==> src/rtl/riscv_pkg.sv <==
// Shared RISC-V decode constants and writeback controller state type.
package riscv_pkg;

    localparam logic [6:0] OP_R      = 7'b0110011;
    localparam logic [6:0] OP_IMM    = 7'b0010011;
    localparam logic [6:0] OP_LOAD   = 7'b0000011;
    localparam logic [6:0] OP_STORE  = 7'b0100011;
    localparam logic [6:0] OP_BRANCH = 7'b1100011;
    localparam logic [6:0] OP_LUI    = 7'b0110111;
    localparam logic [6:0] OP_AUIPC  = 7'b0010111;
    localparam logic [6:0] OP_JAL    = 7'b1101111;
    localparam logic [6:0] OP_JALR   = 7'b1100111;

    localparam logic [2:0] F3_LB     = 3'b000;
    localparam logic [2:0] F3_LH     = 3'b001;
    localparam logic [2:0] F3_LW     = 3'b010;
    localparam logic [2:0] F3_LBU    = 3'b100;
    localparam logic [2:0] F3_LHU    = 3'b101;

    typedef enum logic {
        IDLE,
        WAIT_LOAD
    } wb_state_t;

endpackage

==> src/rtl/wb_lane_decode.sv <==
// Per-lane writeback decode: register-write intent, data source select and
// load byte/halfword extraction with sign/zero extension.
import riscv_pkg::*;

module wb_lane_decode #(
    parameter int XLEN   = 32,
    parameter int REG_AW = 5
) (
    input  logic              lane_valid,
    input  logic [XLEN-1:0]   instr,
    input  logic [XLEN-1:0]   alu_result,
    input  logic [XLEN-1:0]   pc,
    input  logic [XLEN-1:0]   rdata,
    output logic              wr,
    output logic              is_load,
    output logic [REG_AW-1:0] rd,
    output logic [XLEN-1:0]   data
);

    localparam int IW = $clog2(XLEN);

    logic [6:0]      opcode;
    logic [2:0]      funct3;
    logic [1:0]      off;
    logic [IW-1:0]   byte_lsb;
    logic [IW-1:0]   half_lsb;
    logic [7:0]      byte_v;
    logic [15:0]     half_v;
    logic [XLEN-1:0] load_data;
    logic            wr_op;
    logic            unused_instr_hi;

    assign opcode   = instr[6:0];
    assign funct3   = instr[14:12];
    assign rd       = instr[7 +: REG_AW];
    assign off      = alu_result[1:0];
    assign byte_lsb = IW'({off, 3'b000});
    assign half_lsb = IW'({off[1], 4'b0000});
    assign byte_v   = rdata[byte_lsb +: 8];
    assign half_v   = rdata[half_lsb +: 16];
    assign unused_instr_hi = ^instr[XLEN-1:15];

    // Load data extraction from the aligned DRAM word
    always_comb begin
        load_data = rdata;
        case (funct3)
            F3_LB:   load_data = {{(XLEN-8){byte_v[7]}}, byte_v};
            F3_LBU:  load_data = {{(XLEN-8){1'b0}}, byte_v};
            F3_LH:   load_data = {{(XLEN-16){half_v[15]}}, half_v};
            F3_LHU:  load_data = {{(XLEN-16){1'b0}}, half_v};
            default: load_data = rdata;
        endcase
    end

    // Opcode decode: write intent and writeback data source
    always_comb begin
        wr_op   = 1'b0;
        is_load = 1'b0;
        data    = alu_result;
        case (opcode)
            OP_R, OP_IMM, OP_LUI, OP_AUIPC: wr_op = 1'b1;
            OP_JAL, OP_JALR: begin
                wr_op = 1'b1;
                data  = pc + XLEN'(4);
            end
            OP_LOAD: begin
                wr_op   = 1'b1;
                is_load = lane_valid;
                data    = load_data;
            end
            default: wr_op = 1'b0;
        endcase
        wr = wr_op && lane_valid && (rd != '0);
    end

endmodule

==> src/rtl/wb_commit_ctrl.sv <==
// Multi-lane writeback/commit controller: accepts issue bundles, waits on a
// single outstanding DRAM load, resolves in-bundle WAW and drives registered
// regfile write ports.
import riscv_pkg::*;

module wb_commit_ctrl #(
    parameter int NUM_LANES = 2,
    parameter int XLEN      = 32,
    parameter int REG_AW    = 5
) (
    input  logic                        clk,
    input  logic                        rst,
    input  logic                        in_valid,
    output logic                        in_ready,
    input  logic [NUM_LANES-1:0]        in_lane_valid,
    input  logic [NUM_LANES*XLEN-1:0]   in_instr,
    input  logic [NUM_LANES*XLEN-1:0]   in_alu_result,
    input  logic [NUM_LANES*XLEN-1:0]   in_pc,
    input  logic                        dram_rvalid,
    input  logic [XLEN-1:0]             dram_rdata,
    output logic [NUM_LANES-1:0]        rf_we,
    output logic [NUM_LANES*REG_AW-1:0] rf_waddr,
    output logic [NUM_LANES*XLEN-1:0]   rf_wdata,
    output logic                        err_multi_load,
    output logic                        err_stray_rsp
);

    wb_state_t state;

    logic [NUM_LANES-1:0]      cap_lane_valid;
    logic [NUM_LANES*XLEN-1:0] cap_instr;
    logic [NUM_LANES*XLEN-1:0] cap_alu;
    logic [NUM_LANES*XLEN-1:0] cap_pc;

    logic [NUM_LANES-1:0]      src_lane_valid;
    logic [NUM_LANES*XLEN-1:0] src_instr;
    logic [NUM_LANES*XLEN-1:0] src_alu;
    logic [NUM_LANES*XLEN-1:0] src_pc;

    logic [NUM_LANES-1:0]      lane_wr;
    logic [NUM_LANES-1:0]      lane_load;
    logic [REG_AW-1:0]         lane_rd   [NUM_LANES];
    logic [XLEN-1:0]           lane_data [NUM_LANES];

    logic [NUM_LANES-1:0]      keep;
    logic [NUM_LANES-1:0]      commit_we;
    logic                      has_load;
    logic                      multi_load;
    logic                      commit_now;

    // While waiting on DRAM the captured bundle is decoded instead of the inputs
    assign src_lane_valid = (state == IDLE) ? in_lane_valid : cap_lane_valid;
    assign src_instr      = (state == IDLE) ? in_instr      : cap_instr;
    assign src_alu        = (state == IDLE) ? in_alu_result : cap_alu;
    assign src_pc         = (state == IDLE) ? in_pc         : cap_pc;

    for (genvar g = 0; g < NUM_LANES; g++) begin : g_lane
        wb_lane_decode #(
            .XLEN   (XLEN),
            .REG_AW (REG_AW)
        ) u_dec (
            .lane_valid (src_lane_valid[g]),
            .instr      (src_instr[g*XLEN +: XLEN]),
            .alu_result (src_alu[g*XLEN +: XLEN]),
            .pc         (src_pc[g*XLEN +: XLEN]),
            .rdata      (dram_rdata),
            .wr         (lane_wr[g]),
            .is_load    (lane_load[g]),
            .rd         (lane_rd[g]),
            .data       (lane_data[g])
        );
    end

    // Oldest load owns the memory response; younger writers to the same rd win
    always_comb begin
        keep       = '0;
        commit_we  = '0;
        has_load   = 1'b0;
        multi_load = 1'b0;
        for (int unsigned i = 0; i < NUM_LANES; i++) begin
            keep[i] = lane_wr[i];
            if (lane_load[i]) begin
                if (has_load) begin
                    keep[i]    = 1'b0;
                    multi_load = 1'b1;
                end
                has_load = 1'b1;
            end
        end
        for (int unsigned i = 0; i < NUM_LANES; i++) begin
            commit_we[i] = keep[i];
            for (int unsigned j = i + 1; j < NUM_LANES; j++) begin
                if (keep[j] && (lane_rd[j] == lane_rd[i])) begin
                    commit_we[i] = 1'b0;
                end
            end
        end
    end

    // A commit happens for a non-stalling accept or for the awaited response
    always_comb begin
        commit_now = 1'b0;
        if (state == IDLE) begin
            commit_now = in_valid && !(has_load && !dram_rvalid);
        end else begin
            commit_now = dram_rvalid;
        end
    end

    // FSM, bundle capture, sticky error flags and registered write ports
    always_ff @(posedge clk) begin
        if (rst) begin
            state          <= IDLE;
            in_ready       <= 1'b1;
            rf_we          <= '0;
            rf_waddr       <= '0;
            rf_wdata       <= '0;
            err_multi_load <= 1'b0;
            err_stray_rsp  <= 1'b0;
            cap_lane_valid <= '0;
            cap_instr      <= '0;
            cap_alu        <= '0;
            cap_pc         <= '0;
        end else begin
            rf_we <= '0;
            if (commit_now) begin
                rf_we <= commit_we;
                for (int unsigned i = 0; i < NUM_LANES; i++) begin
                    if (commit_we[i]) begin
                        rf_waddr[i*REG_AW +: REG_AW] <= lane_rd[i];
                        rf_wdata[i*XLEN +: XLEN]     <= lane_data[i];
                    end
                end
            end
            case (state)
                IDLE: begin
                    if (in_valid) begin
                        if (multi_load) begin
                            err_multi_load <= 1'b1;
                        end
                        if (has_load && !dram_rvalid) begin
                            cap_lane_valid <= in_lane_valid;
                            cap_instr      <= in_instr;
                            cap_alu        <= in_alu_result;
                            cap_pc         <= in_pc;
                            state          <= WAIT_LOAD;
                            in_ready       <= 1'b0;
                        end
                    end
                    if (dram_rvalid && !(in_valid && has_load)) begin
                        err_stray_rsp <= 1'b1;
                    end
                end
                WAIT_LOAD: begin
                    if (dram_rvalid) begin
                        state    <= IDLE;
                        in_ready <= 1'b1;
                    end
                end
                default: begin
                    state    <= IDLE;
                    in_ready <= 1'b1;
                end
            endcase
        end
    end

endmodule

==> config.mk <==
export PLATFORM = sky130hd
export DESIGN_NAME = wb_commit_ctrl
export DESIGN_NICKNAME = d
export VERILOG_FILES = /design/src/rtl/riscv_pkg.sv /design/src/rtl/wb_lane_decode.sv /design/src/rtl/wb_commit_ctrl.sv
export SDC_FILE = /design/constraint.sdc
export NUM_CORES = 1
export LEC_CHECK = 0
export CORE_ASPECT_RATIO = 0.6
export CORE_MARGIN = 8
export CORE_UTILIZATION = 50
export CTS_BUF_LIST = sky130_fd_sc_hd__clkbuf_8
export CTS_CLUSTER_DIAMETER = 50
export CTS_CLUSTER_SIZE = 25
export DETAILED_ROUTE_END_ITERATION = 7
export PLACE_DENSITY_LB_ADDON = 0.08
export RECOVER_POWER = 50
export SYNTH_ARGS = -nofsm -noshare
export SYNTH_HDL_FRONTEND = slang
export SYNTH_SLANG_ARGS = --single-unit
==> constraint.sdc <==
create_clock -name clk -period 5.2 [get_ports clk]
set_clock_uncertainty 0.1 [all_clocks]
set_input_delay 1.3 -clock clk [delete_from_list [all_inputs] [get_ports clk]]
set_output_delay 1.3 -clock clk [all_outputs]
set_load 0.01 [all_outputs]
After elaboration in Yosys (flattened, before gate mapping)
Cells that the tools add are included.

word-level totals
  flip-flop bits (word level) = 257
  bits in latches = 0
  bits in writable memories = 0
  bits in read-only memories = 0
  input port bits = 230
  output and inout bits = 79
  word-level logic and storage cells = 100
  memories = 0

cells by class
  add/subtract/negate cells = 2
  $mul = 0
  div/mod/pow operators = 0
  magnitude comparators = 0
  equality and inequality tests = 24
  shift-type cells = 4
  multiplexer cells = 28
  bitwise logic cells = 2
  reductions and logical operators = 27

operators by type and width
  cell                                                 number
  one-hot mux 32 bit (4 select lines)                  2
  2-to-1 mux 64 bit                                    2
  one-hot mux 32 bit (2 select lines)                  2
  adder 32 x 3 -> 32 bit, second input constant        2
  variable part select 32 x 6 -> 16 bit                2
  variable part select 32 x 6 -> 8 bit                 2
  2-to-1 mux 47 bit                                    1
  equality test 7 x 5 -> 1 bit, second input constant  4
  equality test 7 x 6 -> 1 bit, second input constant  4
  equality test 7 bit, second input constant           4
  2-to-1 mux 1 bit                                     18
  equality test 7 x 2 -> 1 bit, second input constant  2
  OR reduction 7 bit                                   2
  equality test 3 bit, second input constant           4
  nonzero test 5 bit                                   2
  logical AND 1 bit                                    9
  AND reduction 3 bit                                  3
  equality test 3 x 1 -> 1 bit, second input constant  2
  logical NOT 3 bit                                    2
  AND reduction 2 bit                                  3
  OR reduction 2 bit                                   3
  equality test 5 bit                                  1
  inequality test 2 bit, second input constant         2
  one-hot mux 1 bit (2 select lines)                   2
  other kinds (4)                                      7

Logic depth before layout (Yosys ltp)
  depth after elaboration = 11
  depth in mapped cells = 18
  depth with buffers taken out = 9

Cells and area by module
Synthesis repeated with hierarchy kept, for this count alone.

second synthesis, totals
  cells, all modules = 1,905
  area total of the unflattened synthesis = 15,673.8 um2

by module, submodules not included
  module                             times used  cells an instance  area each (um2)  sequential area each (um2)
  wb_commit_ctrl                     1           1,373              12,151.7         5,485.3
  wb_lane_decode at g_lane[1].u_dec  1           265                1,765.4          0.0
  wb_lane_decode at g_lane[0].u_dec  1           267                1,756.7          0.0

Least setup slack after synthesis
OpenSTA, ideal clock, no wires.

  path type = flip-flop to flip-flop
  start point = register state
  end point = register rf_wdata[26]
  library setup time = 86 ps
  data arrival time = 4,135 ps
  data required time = 5,014 ps
  path slack = 880 ps
  cell stages (with the launch flop) = 19
  path buffers = 9
  clock period less this slack = 4,320 ps
  cell sequence = dfxtp_1 -> buf_4 -> buf_4 -> buf_4 -> buf_4 -> buf_2 -> buf_2 -> buf_2 -> buf_2 -> buf_1 -> mux2_2 -> ha_1 -> nand4_1 -> a22oi_1 -> nand4_1 -> nor4b_1 -> xnor2_1 -> a21oi_1 -> a211oi_1

between the ends
  longest elaborated chain between the ends = 11
  elaborated cells between the ends (all ways) = 52
  classes of those cells = add/sub (1); eq/ne (18); shift (2); mux (16); reduce/logical (15)

ends and longest elaborated chain
  what                                                  RTL line               text
  from (decl)                                           wb_commit_ctrl.sv:28   wb_state_t state;
  from (signal assigned)                                wb_commit_ctrl.sv:113  state <= IDLE;
  from (signal assigned)                                wb_commit_ctrl.sv:146  state <= WAIT_LOAD;
  from (signal assigned)                                wb_commit_ctrl.sv:156  state <= IDLE;
  2-to-1 mux 47 bit                                     wb_commit_ctrl.sv:53   assign src_instr = (state == IDLE) ? in_instr : cap_instr;
  equality test 7 x 6 -> 1 bit (tied with other cells)  wb_lane_decode.sv:60   case (opcode)
  OR reduction 7 bit (no line)                          --
  2-to-1 mux 1 bit                                      wb_lane_decode.sv:60
  logical AND 1 bit (2 in a row)                        wb_lane_decode.sv:73   wr = wr_op && lane_valid && (rd != '0);
  2-to-1 mux 1 bit                                      wb_commit_ctrl.sv:83   if (has_load) begin
  2-to-1 mux 1 bit                                      wb_commit_ctrl.sv:82   if (lane_load[i]) begin
  logical AND 1 bit                                     wb_commit_ctrl.sv:93   if (keep[j] && (lane_rd[j] == lane_rd[i])) begin
  2-to-1 mux 1 bit                                      wb_commit_ctrl.sv:93
  AND reduction 2 bit (no line)                         --
  to (signal, indexed assignment)                       wb_commit_ctrl.sv:131  rf_wdata[i*XLEN +: XLEN] <= lane_data[i];
  to (decl)                                             wb_commit_ctrl.sv:23   output logic [NUM_LANES*XLEN-1:0] rf_wdata,

Parallel ways exist; a longest one is shown, timed or not.
A chain may end at the register's enable or synchronous reset.

Final worst setup path
  start point = register state
  end point = register rf_waddr[6]

between the ends
  longest elaborated chain between the ends = 10
  elaborated cells between the ends (all ways) = 26
  classes of those cells = eq/ne (8); mux (10); reduce/logical (8)

ends and longest elaborated chain
  what                             RTL line               text
  2-to-1 mux 47 bit                wb_commit_ctrl.sv:53
  equality test 7 x 2 -> 1 bit     wb_lane_decode.sv:60
  2-to-1 mux 1 bit                 wb_lane_decode.sv:60
  2-to-1 mux 1 bit (2 in a row)    wb_commit_ctrl.sv:82
  logical AND 1 bit                wb_commit_ctrl.sv:104  commit_now = in_valid && !(has_load && !dram_rvalid);
  logical NOT 1 bit                wb_commit_ctrl.sv:104
  logical AND 1 bit                wb_commit_ctrl.sv:104
  2-to-1 mux 1 bit                 wb_commit_ctrl.sv:103  if (state == IDLE) begin
  AND reduction 2 bit (no line)    --
  to (signal, indexed assignment)  wb_commit_ctrl.sv:130  rf_waddr[i*REG_AW +: REG_AW] <= lane_rd[i];
  to (decl)                        wb_commit_ctrl.sv:22   output logic [NUM_LANES*REG_AW-1:0] rf_waddr,

Parallel ways exist; a longest one is shown, timed or not.

==> flow_metrics.env <==
export IMPL_clk_pin_slew_ns=0.12
export IMPL_cp_max_fo=60
export IMPL_num_vias=14431
export IMPL_path_buf_inv=2
export IMPL_cts_buffers=22
export IMPL_ctsHtreeMaxLevel=1
export IMPL_tightest_slew_ns=1.24
export IMPL_die_y_um=144
export IMPL_ys_warnings_count=0
export IMPL_drt_iter0_drc=1724
export IMPL_syn_inst=1806
export IMPL_fillers=2500
export IMPL_grt_overflow_total=0
export IMPL_synth_area_um2=13800
export IMPL_crit_chain="clkbuf_2 -> or3b_1 -> a222oi_1 -> nor3_1 -> nand2b_1 -> nor3_4 -> clkbuf_2 -> nor2_1 -> a211oi_1"
export IMPL_synth_xor_area_frac=0.0433
export IMPL_cts_resized=0
export IMPL_first_global_vias=13041
export IMPL_layout_min_cycle_time_ns=4.46
export IMPL_root_buffer="clkbuf_8"
export IMPL_max_slew_margin=0.168
export IMPL_grt_max_degree=150
export IMPL_switching_share=0.301
export IMPL_yosysSeqAreaShare=0.349
export IMPL_outcome="complete, no violations"
export IMPL_comb_power_share=0.150
export IMPL_area_growth_pct=24.5
export IMPL_first_pass_iters=6
export IMPL_regArea_um2=4810
export IMPL_yosysUniqueCellTypes=66
export IMPL_avgSynthCellArea_um2=7.61
export IMPL_muxShareOfSynthArea=0.111
export IMPL_die_area_um2=33200
export IMPL_fp_coreArea_um2=27300
export IMPL_antenna_found_initial=6
export IMPL_grtUsageTotal=0.298
export IMPL_pwr_share_clk=0.344
export IMPL_portBuffers=274
export IMPL_slowest_stage="dfxtp_4"
export IMPL_synth_compound_area_share=0.207
export IMPL_drive_above_1_share=0.0526
export IMPL_async_flop_share=0
export IMPL_cts_sinks=240
export IMPL_die_x_um=230
export IMPL_dp_hpwl_um=38400
export IMPL_slowest_delay_ns=0.97
export IMPL_ys_ff_latch=240
export IMPL_viasPerCell=6.03
export IMPL_synth_top_family_by_area="simple AND/OR/NAND/NOR gates"
export IMPL_synth_edf_count=0
export IMPL_synth_flop_cell="dfxtp_1"
export IMPL_critPathCaptureType="flop"
export IMPL_grt_pass1_wl_um=78000
export IMPL_power_w=0.00367
export IMPL_seq_power_share=0.506
export IMPL_p_sw_w=0.00110
export IMPL_hold_viol=0
export IMPL_gp_congestion=0.940
export IMPL_critPathTopFamily="buffers and inverters"
export IMPL_fin_crit_sh=0.858
export IMPL_cts_path_max_buffers=3
export IMPL_setup_viol=0
export IMPL_clkLatencyLatePin_ns=0.60
export IMPL_irDropWorstVdd_v=0.000227
export IMPL_multi_input_area_um2=8280
export IMPL_arrival_ns=4.87
export IMPL_holdWs_ns=0.359
export IMPL_drc_errors=0
export IMPL_cts_tree="yes"
export IMPL_final_common_cell="nand2_1"
export IMPL_drtAntennaViolNets=0
export IMPL_fmax_mhz=224
export IMPL_avgRoutedWirePerCell_um=21.8
export IMPL_mostFrequentLayoutCells="nand2_1, dfxtp_1, a21oi_1, clkdlybuf4s50_1, nor2_1"
export IMPL_critPathKind="reg -> reg"
export IMPL_hold_path_class="reg -> reg"
export IMPL_slew_viol_final=0
export IMPL_synth_nets=2038
export IMPL_cts_setup_buffers=0
export IMPL_initial_utilization=0.504
export IMPL_start_kind="flop"
export IMPL_ios=309
export IMPL_wl_um=52200
export IMPL_num_rows=47
export IMPL_power_density_nw_per_um2=214
export IMPL_yosys_area_share_simple=0.237
export IMPL_postCtsHoldBufs=0
export IMPL_rsz0062_at_grt="false"
export IMPL_leakagePower_nw=5.60
export IMPL_yosys_area_share_adder=0.00182
export IMPL_drv_cap=0
export IMPL_nNetsFinal=2233
export IMPL_worstPathRequired_ns=5.61
export IMPL_crit_top_cell="clkbuf_2"
export IMPL_p_int_w=0.00256
export IMPL_fin_tns_setup_ns=0
sequential cells by signal, summed over array words and instances (netlist names):
signal / flops
rf_we: 2
rf_wdata: 64
cap_instr: 30
in_ready: 1
cap_pc: 64
rf_waddr: 10
cap_alu: 64
state: 1
err_multi_load: 1
cap_lane_valid: 2
err_stray_rsp: 1
synth_stat cells (4+ instances only):
cell type  count  share of area
a211oi_1      63          0.034
a21oi_1      212          0.077
a222oi_1       4         0.0029
a22oi_1       11         0.0060
a311oi_1      17          0.011
a31oi_1        8         0.0036
and2_1         4         0.0018
and3_1         6         0.0027
and4_1         4         0.0025
buf_2         50          0.018
buf_4         17         0.0093
clkbuf_1      67          0.018
dfxtp_1      240           0.35
inv_1          6         0.0016
mux2_2        16          0.013
mux2i_1      135          0.098
nand2_1      379           0.10
nand3_1       43          0.016
nand3b_1      11         0.0060
nand4_1       24          0.011
nand4b_1      14         0.0089
nor2_1       176          0.048
nor2b_1        5         0.0023
nor3_1        41          0.015
nor3b_1        4         0.0022
nor4_1         4         0.0018
o211ai_1       8         0.0044
o21ai_0       29          0.011
o221ai_1       9         0.0057
o22a_1         4         0.0025
o22ai_1       61          0.028
or3_1          6         0.0027
or3b_1         5         0.0032
xnor2_1       35          0.022
xor2_1        33          0.021
per-stage QoR:
step | instance area [um2] | utilization | setup slack [ns] | cells
2_1_floorplan | 13800 | - | 0.880 | 1806
3_3_place_gp | 16700 | 0.611 | 0.638 | 2344
3_5_place_dp | 16700 | 0.611 | 0.643 | 2344
4_1_cts | 17100 | 0.628 | 1.22 | 2383
5_1_grt | 17100 | 0.627 | 0.488 | 2387
6_report | 17100 | 0.627 | 0.737 | 2392
worst register-to-register path, cell delays in order (launching register included):
cell and delay (ns):
dfxtp_4 0.97, clkbuf_2 0.75, or3b_1 0.43, a222oi_1 0.30, nor3_1 0.12, nand2b_1 0.21, nor3_4 0.19, clkbuf_2 0.88
nor2_1 0.13, a211oi_1 0.29
cell type report:
cell class / instances / area share
flip-flops and latches: 240 / 0.281
clock inverters: 16 / 0.00848
clock buffers: 23 / 0.0185
well taps: 367 / 0.0268
repair buffers: 310 / 0.179
multi-input cells: 1421 / 0.484
inverters: 6 / 0.00132
diodes: 9 / 0.00132
metal layers:
layer	share of wire	GRT usage	routed length, um	vias to the layer above
met3	0.11	0.0882	5690	98
met2	0.42	0.422	21700	685
met4	0.024	0.0834	1270	4
li1	-	-	-	6849
met5	0.00044	0	23	-
met1	0.45	0.430	23500	6795
path summary, 6_finish.rpt:
check                                               from                       end  slack (ns)  cells after the start
worst min-delay path            cap_alu[36]$_SDFFE_PP0P_  cap_alu[36]$_SDFFE_PP0P_        0.36                      2
worst max register to register          state$_SDFF_PP0_  rf_waddr[6]$_SDFFE_PP0P_        0.74                      9
worst min register to register  cap_alu[36]$_SDFFE_PP0P_  cap_alu[36]$_SDFFE_PP0P_        0.36                      2
worst max-delay path                    state$_SDFF_PP0_  rf_waddr[6]$_SDFFE_PP0P_        0.74                      9
cell families after synthesis:
group,count (synthesis)
XOR/XNOR,68
multiplexers,151
AO/OA/AOI/OAI,457
buffers and inverters,145
AND/OR/NAND/NOR,743
adder cells (fa/ha/maj),2
flip-flops,240
power by group through the flow:
stage	combinational (W)	clock, W	sequential [W]
after global routing	0.000585	0.00136	0.00186
after CTS	0.000543	0.00128	0.00186
after global placement	0.000535	0	0.00190
after detailed placement	0.000539	0	0.00190
after floorplan	0.000225	0	0.00190
final	0.000551	0.00126	0.00186
Note: power is estimated with default switching activity, not from simulation.
